## src/rtl/gate_vector_sequencer.sv

```systemverilog
// rtl/gate_vector_sequencer.sv - sweeps all gate input vectors and checks outputs against a truth table
module gate_vector_sequencer #(
  parameter int VEC_W         = 3,
  parameter int SETTLE_CYCLES = 2
) (
  input  logic                      clk,
  input  logic                      rst,
  input  logic                      start,
  input  logic                      abort,
  input  logic [2*(2**VEC_W)-1:0]   exp_tbl,
  input  logic                      gate_out1,
  input  logic                      gate_out2,
  output logic                      gate_a,
  output logic                      gate_b,
  output logic                      gate_d,
  output logic                      busy,
  output logic                      done,
  output logic                      pass,
  output logic [VEC_W:0]            err_count,
  output logic                      fail_valid,
  output logic [VEC_W-1:0]          first_fail_vec
);

  localparam int         NVEC        = 2**VEC_W;
  localparam logic [7:0] SETTLE_LAST = 8'(SETTLE_CYCLES - 1);

  typedef enum logic [1:0] {IDLE, SETTLE, CHECK, DONE} state_t;

  state_t              state, state_nxt;
  logic [VEC_W-1:0]    vec;
  logic [7:0]          cnt;
  logic [2*NVEC-1:0]   tbl_q;
  logic                last_vec;
  logic                mismatch;
  logic [VEC_W:0]      err_nxt;
  logic                accept;

  assign accept   = (state == IDLE) && start && !abort;
  assign last_vec = (vec == VEC_W'(NVEC - 1));
  assign mismatch = ({gate_out2, gate_out1} != {tbl_q[{vec, 1'b1}], tbl_q[{vec, 1'b0}]});
  assign err_nxt  = err_count + (VEC_W+1)'(mismatch);

  // The gate is driven straight from the registered vector counter.
  assign gate_a = vec[2];
  assign gate_b = vec[1];
  assign gate_d = vec[0];

  always_ff @(posedge clk or posedge rst) begin
    if (rst) state <= IDLE;
    else     state <= state_nxt;
  end

  always_comb begin
    state_nxt = state;
    case (state)
      IDLE:    if (accept) state_nxt = SETTLE;
      SETTLE:  if (abort) state_nxt = IDLE;
               else if (cnt == SETTLE_LAST) state_nxt = CHECK;
      CHECK:   if (abort) state_nxt = IDLE;
               else if (last_vec) state_nxt = DONE;
               else state_nxt = SETTLE;
      DONE:    state_nxt = IDLE;
      default: state_nxt = IDLE;
    endcase
  end

  always_comb begin
    busy = (state == SETTLE) || (state == CHECK);
    done = (state == DONE);
  end

  always_ff @(posedge clk or posedge rst) begin
    if (rst) begin
      vec            <= '0;
      cnt            <= '0;
      tbl_q          <= '0;
      pass           <= 1'b0;
      err_count      <= '0;
      fail_valid     <= 1'b0;
      first_fail_vec <= '0;
    end else begin
      case (state)
        IDLE: if (accept) begin
          tbl_q          <= exp_tbl;
          err_count      <= '0;
          fail_valid     <= 1'b0;
          first_fail_vec <= '0;
          pass           <= 1'b0;
          vec            <= '0;
          cnt            <= '0;
        end
        SETTLE: begin
          if (abort) begin
            vec  <= '0;
            pass <= 1'b0;
          end else begin
            cnt <= cnt + 8'd1;
          end
        end
        CHECK: begin
          // A mismatch on this edge counts even when the sweep is being aborted.
          err_count <= err_nxt;
          if (mismatch && !fail_valid) begin
            fail_valid     <= 1'b1;
            first_fail_vec <= vec;
          end
          if (abort) begin
            vec  <= '0;
            pass <= 1'b0;
          end else if (last_vec) begin
            pass <= (err_nxt == '0);
          end else begin
            vec <= vec + VEC_W'(1);
            cnt <= '0;
          end
        end
        default: ;
      endcase
    end
  end

endmodule

```

## config.mk

```make
export PLATFORM = sky130hd
export DESIGN_NAME = gate_vector_sequencer
export DESIGN_NICKNAME = d
export VERILOG_FILES = /design/src/rtl/gate_vector_sequencer.sv
export SDC_FILE = /design/constraint.sdc
export NUM_CORES = 1
export LEC_CHECK = 0
export ABC_AREA = 1
export CORE_UTILIZATION = 35
export DETAILED_ROUTE_END_ITERATION = 6
export SYNTH_ARGS = -nofsm -noshare
export SYNTH_HDL_FRONTEND = slang
export SYNTH_SLANG_ARGS = --single-unit
export TNS_END_PERCENT = 10
```

## constraint.sdc

```tcl
create_clock -name clk -period 2.05 [get_ports clk]
set_clock_uncertainty 0.05 [all_clocks]
set_input_delay 0.5125 -clock clk [delete_from_list [all_inputs] [get_ports clk]]
set_output_delay 0.5125 -clock clk [all_outputs]
set_load 0.05 [all_outputs]
```

== After elaboration in Yosys (flattened, before gate mapping) ==
Cells that the tools add are included.

* Bits in read-only memories: 0
* Latch bits: 0
* Memory bits (writable): 0
* Memories kept: 0
* Register bits: 38

* Equality and inequality tests: 15
* Multipliers: 0
* Order comparisons: 2
* Reductions and logical operators: 17
* Shifts and indexed selects: 0
* Bitwise gates (word level): 0
* Mux-type cells: 31
* Add/sub/neg operators: 3
* Divide/modulo/power cells: 0

{| class="wikitable"
|+ Operators with widths
! cell !! count
|-
| $mux 8 || 4
|-
| $pmux 8 s3 || 1
|-
| $mux 3 || 5
|-
| $lt 4x5->1 const B || 2
|-
| $mux 2 || 5
|-
| $ne 2x2->1 const B || 5
|-
| $ne 3x3->1 const B || 3
|-
| $pmux 3 s3 || 1
|-
| $add 8x1->8 const B || 1
|-
| $eq 8x1->1 const B || 1
|-
| $pmux 2 s4 || 1
|-
| $pmux 4 s2 || 1
|-
| $reduce_and 4->1 || 2
|-
| $mux 1 || 7
|-
| $bmux 1 s3 || 2
|-
| $pmux 3 s2 || 1
|-
| $reduce_and 2->1 || 3
|-
| $reduce_and 5->1 || 1
|-
| $add 4x1->4 || 1
|-
| $eq 2x2->1 const B || 2
|-
| $logic_not 4->1 || 1
|-
| $mux 4 || 1
|-
| $add 3x1->3 const B || 1
|-
| $eq 3x3->1 const B || 1
|-
| other kinds (12) || 15
|}

== Logic depth before layout (Yosys ltp) ==
Gate-level depths: netlist (run 1).

* Depth in word-level cells: 8
* Depth in mapped cells: 14

== Worst setup path after synthesis (run 1) ==
Ideal clock, no wire load.

* Path kind: register to register
* From: register vec[0]
* To: register pass
* Required time: 1,890 ps
* Stages on the path, launching flop included: 15
* Buffers on the path: 0
* Data arrival time: 2,255 ps
* Clock period less this slack: 2,415 ps
* Setup time: 110 ps
* Setup slack: -365 ps
* Cells stage by stage: dfrtp_1 > inv_1 > nand2_1 > nand3_1 > nand3_1 > nand2_1 > nand2_1 > nand2_1 > inv_1 > nand2_1 > ha_1 > ha_1 > inv_1 > nand3_1 > o41ai_1

* Longest elaborated chain between the ends: 8
* Elaborated cells on any way between the ends: 13

{| class="wikitable"
|+ Ends and longest elaborated chain
! what !! line !! RTL
|-
| start: declaration || 30 || <nowiki>logic [VEC_W-1:0] vec;</nowiki>
|-
| start signal: assignment || 113 || <nowiki>vec <= vec + VEC_W'(1);</nowiki>
|-
| $bmux 1 s3 || 40 || <nowiki>assign mismatch = ({gate_out2, gate_out1} != {tbl_q[{vec, 1'b1}], tbl_q[{vec, 1'b0}]});</nowiki>
|-
| $mux 1 (not written as such) || 40 ||
|-
| $ne 2x2->1 || 40 ||
|-
| $add 4x1->4 || 41 || <nowiki>assign err_nxt = err_count + (VEC_W+1)'(mismatch);</nowiki>
|-
| $logic_not 4->1 || 111 || <nowiki>pass <= (err_nxt == '0);</nowiki>
|-
| $mux 1 || 110 || <nowiki>end else if (last_vec) begin</nowiki>
|-
| $mux 1 || 107 || <nowiki>if (abort) begin</nowiki>
|-
| $pmux 1 s3 || 82 || <nowiki>case (state)</nowiki>
|-
| end signal: assignment || 111 ||
|-
| end: declaration || 18 || <nowiki>output logic pass,</nowiki>
|}

Parallel ways exist; a longest one is shown, timed or not. The select of a mux whose other input is x is not followed.
A chain may end at the register's enable or synchronous reset.

== Final worst setup path (run 1) ==
* From: register vec[1]
* To: register pass

Same word-level chain as after synthesis.

==> results of run 1 <==
==> layout make-up <==
| cell class | instances | area, um^2 | area share, % |
|---|---|---|---|
| inverter | 43 | 171 | 5.76 |
| timing repair buffer | 60 | 556 | 18.7 |
| tap | 72 | 90.1 | 3.03 |
| clock inverter | 1 | 30.0 | 1.01 |
| sequential | 38 | 953 | 32.0 |
| multi-input combinational | 170 | 1090 | 36.8 |
| clock buffer | 6 | 82.6 | 2.77 |
==> layer usage <==
layer  vias to the layer above  global-route usage (%)  share of wire, %
li1                        939                       -                 -
met1                       828                    21.2                49
met2                        26                    22.7                45
met3                        10                    4.37               4.0
met4                         0                    5.82               2.0
met5                         -                       0                 0
==> registers in the layout, summed over array words and instances, names as in the netlist <==
register        cells
first_fail_vec      3
cnt                 8
state               2
vec                 3
err_count           4
pass                1
fail_valid          1
tbl_q              16
==> worst register-to-register path: stages, from the launching register on <==
cell and delay [ns]:
dfrtp_2 0.46, buf_4 0.16, nor2_1 0.12, nand2_2 0.07, nand3_2 0.08, nand2_1 0.05
nand2_1 0.05, nand2_1 0.06, nand2_2 0.10, ha_4 0.15, buf_6 0.10, nand3_4 0.08
xor2_2 0.20, o41ai_2 0.26
==> where the power goes <==
group	switching [uW]	leakage (uW)	internal, uW
clock	264	0.0000573	389
combinational	1050	0.000853	711
sequential	115	0.000497	963
total	1430	0.00141	2060
==> per-stage QoR <==
step | hold slack [ns] | cells
3_5_place_dp | 0.411 | 373
6_report | 0.422 | 390
4_1_cts | 0.431 | 386
5_1_grt | 0.438 | 390
2_1_floorplan | 0.394 | 254
3_3_place_gp | 0.408 | 373
==> worst paths after layout <==
check,from,endpoint,slack (ns)
min reg2reg,first_fail_vec[1],first_fail_vec[1],0.42
max in group asynchronous,rst,vec[0],1.22
min,first_fail_vec[1],first_fail_vec[1],0.42
max reg2reg,vec[1],pass,-0.04
max,vec[1],pass,-0.04
min in group asynchronous,rst,tbl_q[12],0.52
==> cell usage after synthesis (2+ instances only) <==
cell	count	area (um^2)
a21oi_1	3	15.0
a21oi_4	2	32.5
clkbuf_1	2	7.51
clkinv_1	2	7.51
dfrtp_1	38	951
ha_1	11	138
inv_1	39	146
inv_2	2	7.51
nand2_1	62	233
nand2_2	5	31.3
nand3_1	21	105
nand4_1	3	18.8
nor2_1	15	56.3
nor3_1	4	20.0
o211ai_1	2	15.0
o21ai_0	25	125
o31ai_1	2	15.0
xnor2_1	2	17.5
xor2_1	3	26.3
==> what timing repair did <==
item                                    4_1_cts  5_1_grt
hold buffers                                  0        0
endpoints found under the setup margin        8       12
buffers inserted                              6        4
gates resized for setup                      22       19
pin swaps                                    13       17
==> cell families (layout without fill, tap and decap cells) <==
group                    Yosys count  in the layout  synth area share (%)
flip-flops                        38             38                  45.9
AO/OA/AOI/OAI                     38             38                  11.2
AND/OR/NAND/NOR                  116            116                  25.6
adder cells (fa/ha/maj)           11             11                  6.65
buffers and inverters             46            110                  8.53
XOR/XNOR                           5              5                  2.12
==> metrics.txt, run 1 <==
# TYPE chip_impl_metric gauge
chip_impl_info{name="critical_path.cell_chain",value="buf_4 > nor2_1 > nand2_2 > nand3_2 > nand2_1 > nand2_1 > nand2_1 > nand2_2 > ha_4 > buf_6 > nand3_4 > xor2_2 > o41ai_2"} 1
chip_impl_metric{name="rr_worst_depth",unit=""} 13
chip_impl_metric{name="critical_path_required",unit="ns"} 2.19
chip_impl_metric{name="areaGrowthSynthToFinish",unit="%"} 43.9
chip_impl_metric{name="final_hold_viol_count",unit=""} 0
chip_impl_metric{name="syn-num-nets",unit=""} 287
chip_impl_metric{name="hpwl",unit="mm"} 3.23
chip_impl_metric{name="max_cap_viol_count",unit=""} 0
chip_impl_metric{name="timing.final.crit_period",unit="ns"} 2.09
chip_impl_metric{name="share_of_final_layout_standard_cells_stronger_than_drive_strength_1",unit="%"} 27.4
chip_impl_metric{name="i_o_pins",unit=""} 36
chip_impl_metric{name="path_max_fanout",unit=""} 8
chip_impl_metric{name="final_util",unit="%"} 53.1
chip_impl_info{name="crit_type",value="register to register"} 1
chip_impl_metric{name="grt_pass1_vias",unit=""} 1624
chip_impl_metric{name="detailroute.via_count",unit=""} 1803
chip_impl_metric{name="globalplace.congestion",unit=""} 0.767
chip_impl_metric{name="core_ar",unit="mm^2"} 0.00561
chip_impl_metric{name="synth.cell_area",unit="mm^2"} 0.00207
chip_impl_metric{name="1st_pass_router_iterations",unit=""} 4
chip_impl_metric{name="number_of_enable_flip_flop_cells_after_synthesis",unit=""} 0
chip_impl_metric{name="worstMarginPinSlew",unit="ns"} 0.410
chip_impl_info{name="rsz0062_at_grt",value="true"} 1
chip_impl_metric{name="cp.depth",unit=""} 13
chip_impl_metric{name="port-buffer-count",unit=""} 35
chip_impl_metric{name="grt_antenna_before_repair",unit=""} 0
chip_impl_info{name="worst_path_most_repeated_cell",value="nand2_1"} 1
chip_impl_metric{name="finalWorstSetupSlack",unit="ns"} -0.0387
chip_impl_metric{name="route.final.wire_length",unit="mm"} 4.51
chip_impl_metric{name="drc_violations_left",unit=""} 0
chip_impl_metric{name="timing.final.crit_share",unit="%"} 102
chip_impl_metric{name="drt_first_iter_violations",unit=""} 113
chip_impl_metric{name="fin_tns_setup",unit="ns"} -0.0387
chip_impl_info{name="cp-start-kind",value="register"} 1
chip_impl_info{name="end_kind",value="register"} 1
chip_impl_info{name="outcome",value="finished, violations left"} 1
chip_impl_metric{name="die-width",unit="um"} 78.9
chip_impl_info{name="layout_common_cells",value="nand2_1, dfrtp_1, inv_1"} 1
chip_impl_metric{name="place_worst_setup_slack",unit="ns"} -0.273
chip_impl_metric{name="clock_tree.buffer_depth",unit=""} 2
chip_impl_metric{name="seq_area_frac_synth",unit="%"} 45.9
chip_impl_metric{name="global_route_wire_length_before_repair",unit="mm"} 7.40
chip_impl_metric{name="timing.critical_path.buf_inv",unit=""} 2
chip_impl_metric{name="clock_buffer_count_from_cts",unit=""} 5
chip_impl_metric{name="yosys_warnings",unit=""} 0
chip_impl_info{name="ys.flop_type",value="dfrtp_1"} 1
chip_impl_metric{name="post_drt_via_cell_ratio",unit=""} 4.62
chip_impl_info{name="violations_in_the_final_reports",value="negative setup slack"} 1
chip_impl_metric{name="design.final.nets",unit=""} 351
chip_impl_metric{name="max_freq",unit="MHz"} 479
chip_impl_metric{name="chipHeight",unit="um"} 78.9
chip_impl_metric{name="start_util",unit="%"} 36.9
chip_impl_metric{name="antenna_left",unit=""} 0
chip_impl_metric{name="htree_levels",unit=""} 2
chip_impl_metric{name="groute.usage.overall",unit="%"} 15.4
chip_impl_metric{name="static-leakage-power",unit="uW"} 0.00141
chip_impl_metric{name="placement.cell_area",unit="mm^2"} 0.00262
chip_impl_metric{name="timing_max_transition_violations_final",unit=""} 0
chip_impl_info{name="hold_path_class",value="register to register"} 1
chip_impl_metric{name="critPathArrivalTime",unit="ns"} 2.23
chip_impl_metric{name="netlist_instances",unit=""} 254
chip_impl_metric{name="setup-violations-final",unit=""} 1
chip_impl_metric{name="die_area",unit="mm^2"} 0.00622
chip_impl_metric{name="p_total",unit="uW"} 3490
chip_impl_metric{name="final_cell_area",unit="mm^2"} 0.00298
chip_impl_metric{name="route.detailed.wl_per_inst",unit="um"} 11.6
chip_impl_metric{name="synth_seq_cells",unit=""} 38
chip_impl_metric{name="numClockSinks",unit=""} 38
chip_impl_metric{name="vdd_drop_max",unit="uV"} 993
chip_impl_metric{name="min_path_cells",unit=""} 2
chip_impl_metric{name="insertedDiodeCount",unit=""} 0
chip_impl_metric{name="grt.overflow.total",unit=""} 0
chip_impl_metric{name="fillers",unit=""} 537
chip_impl_metric{name="synthDistinctLibCells",unit=""} 30
chip_impl_info{name="timing.critical_path.max_delay_family",value="simple AND/OR/NAND/NOR gates"} 1
chip_impl_metric{name="std_cell_rows",unit=""} 27
chip_impl_metric{name="max_slew_margin",unit="%"} 72.5
chip_impl_info{name="clock_tree.root_cell",value="clkbuf_8"} 1
chip_impl_info{name="clock_tree_from_tritoncts",value="done"} 1
chip_impl_info{name="slowest_stage",value="dfrtp_2"} 1
chip_impl_metric{name="synth-async-reset-ratio",unit="%"} 100
chip_impl_metric{name="power.density_cell_area",unit="mW/mm^2"} 1170
chip_impl_metric{name="clock_latency",unit="ns"} 0.29
chip_impl_metric{name="timing.critical_path.slowest_cell_delay",unit="ns"} 0.46
chip_impl_metric{name="post_synth.cell_area_avg",unit="um^2"} 8.15
chip_impl_metric{name="cts_clk_pin_slew_worst_paths",unit="ns"} 0.08
chip_impl_info{name="mostFrequentLayoutCell",value="nand2_1"} 1
chip_impl_metric{name="pin_count_of_the_biggest_net_entering_global_routing",unit=""} 39
Note: power is estimated with default switching activity, not from simulation.
==> run 2: changes to the inputs <==
--- a/config.mk
+++ b/config.mk
@@ -6,7 +6,9 @@
 export NUM_CORES = 1
 export LEC_CHECK = 0
 export ABC_AREA = 1
+export CAP_MARGIN = 20
 export CORE_UTILIZATION = 35
+export CTS_CLUSTER_SIZE = 16
 export DETAILED_ROUTE_END_ITERATION = 6
 export SYNTH_ARGS = -nofsm -noshare
 export SYNTH_HDL_FRONTEND = slang
==> results of run 2 <==
No change in the layout: final DEF, timing and power equal those of run 1.
==> run 3: changes to the inputs <==
--- a/config.mk
+++ b/config.mk
@@ -8,7 +8,7 @@
 export ABC_AREA = 1
 export CAP_MARGIN = 20
 export CORE_UTILIZATION = 35
-export CTS_CLUSTER_SIZE = 16
+export CTS_CLUSTER_SIZE = 12
 export DETAILED_ROUTE_END_ITERATION = 6
 export SYNTH_ARGS = -nofsm -noshare
 export SYNTH_HDL_FRONTEND = slang
==> results of run 3 <==
No change in the layout: final DEF, timing and power equal those of run 1.
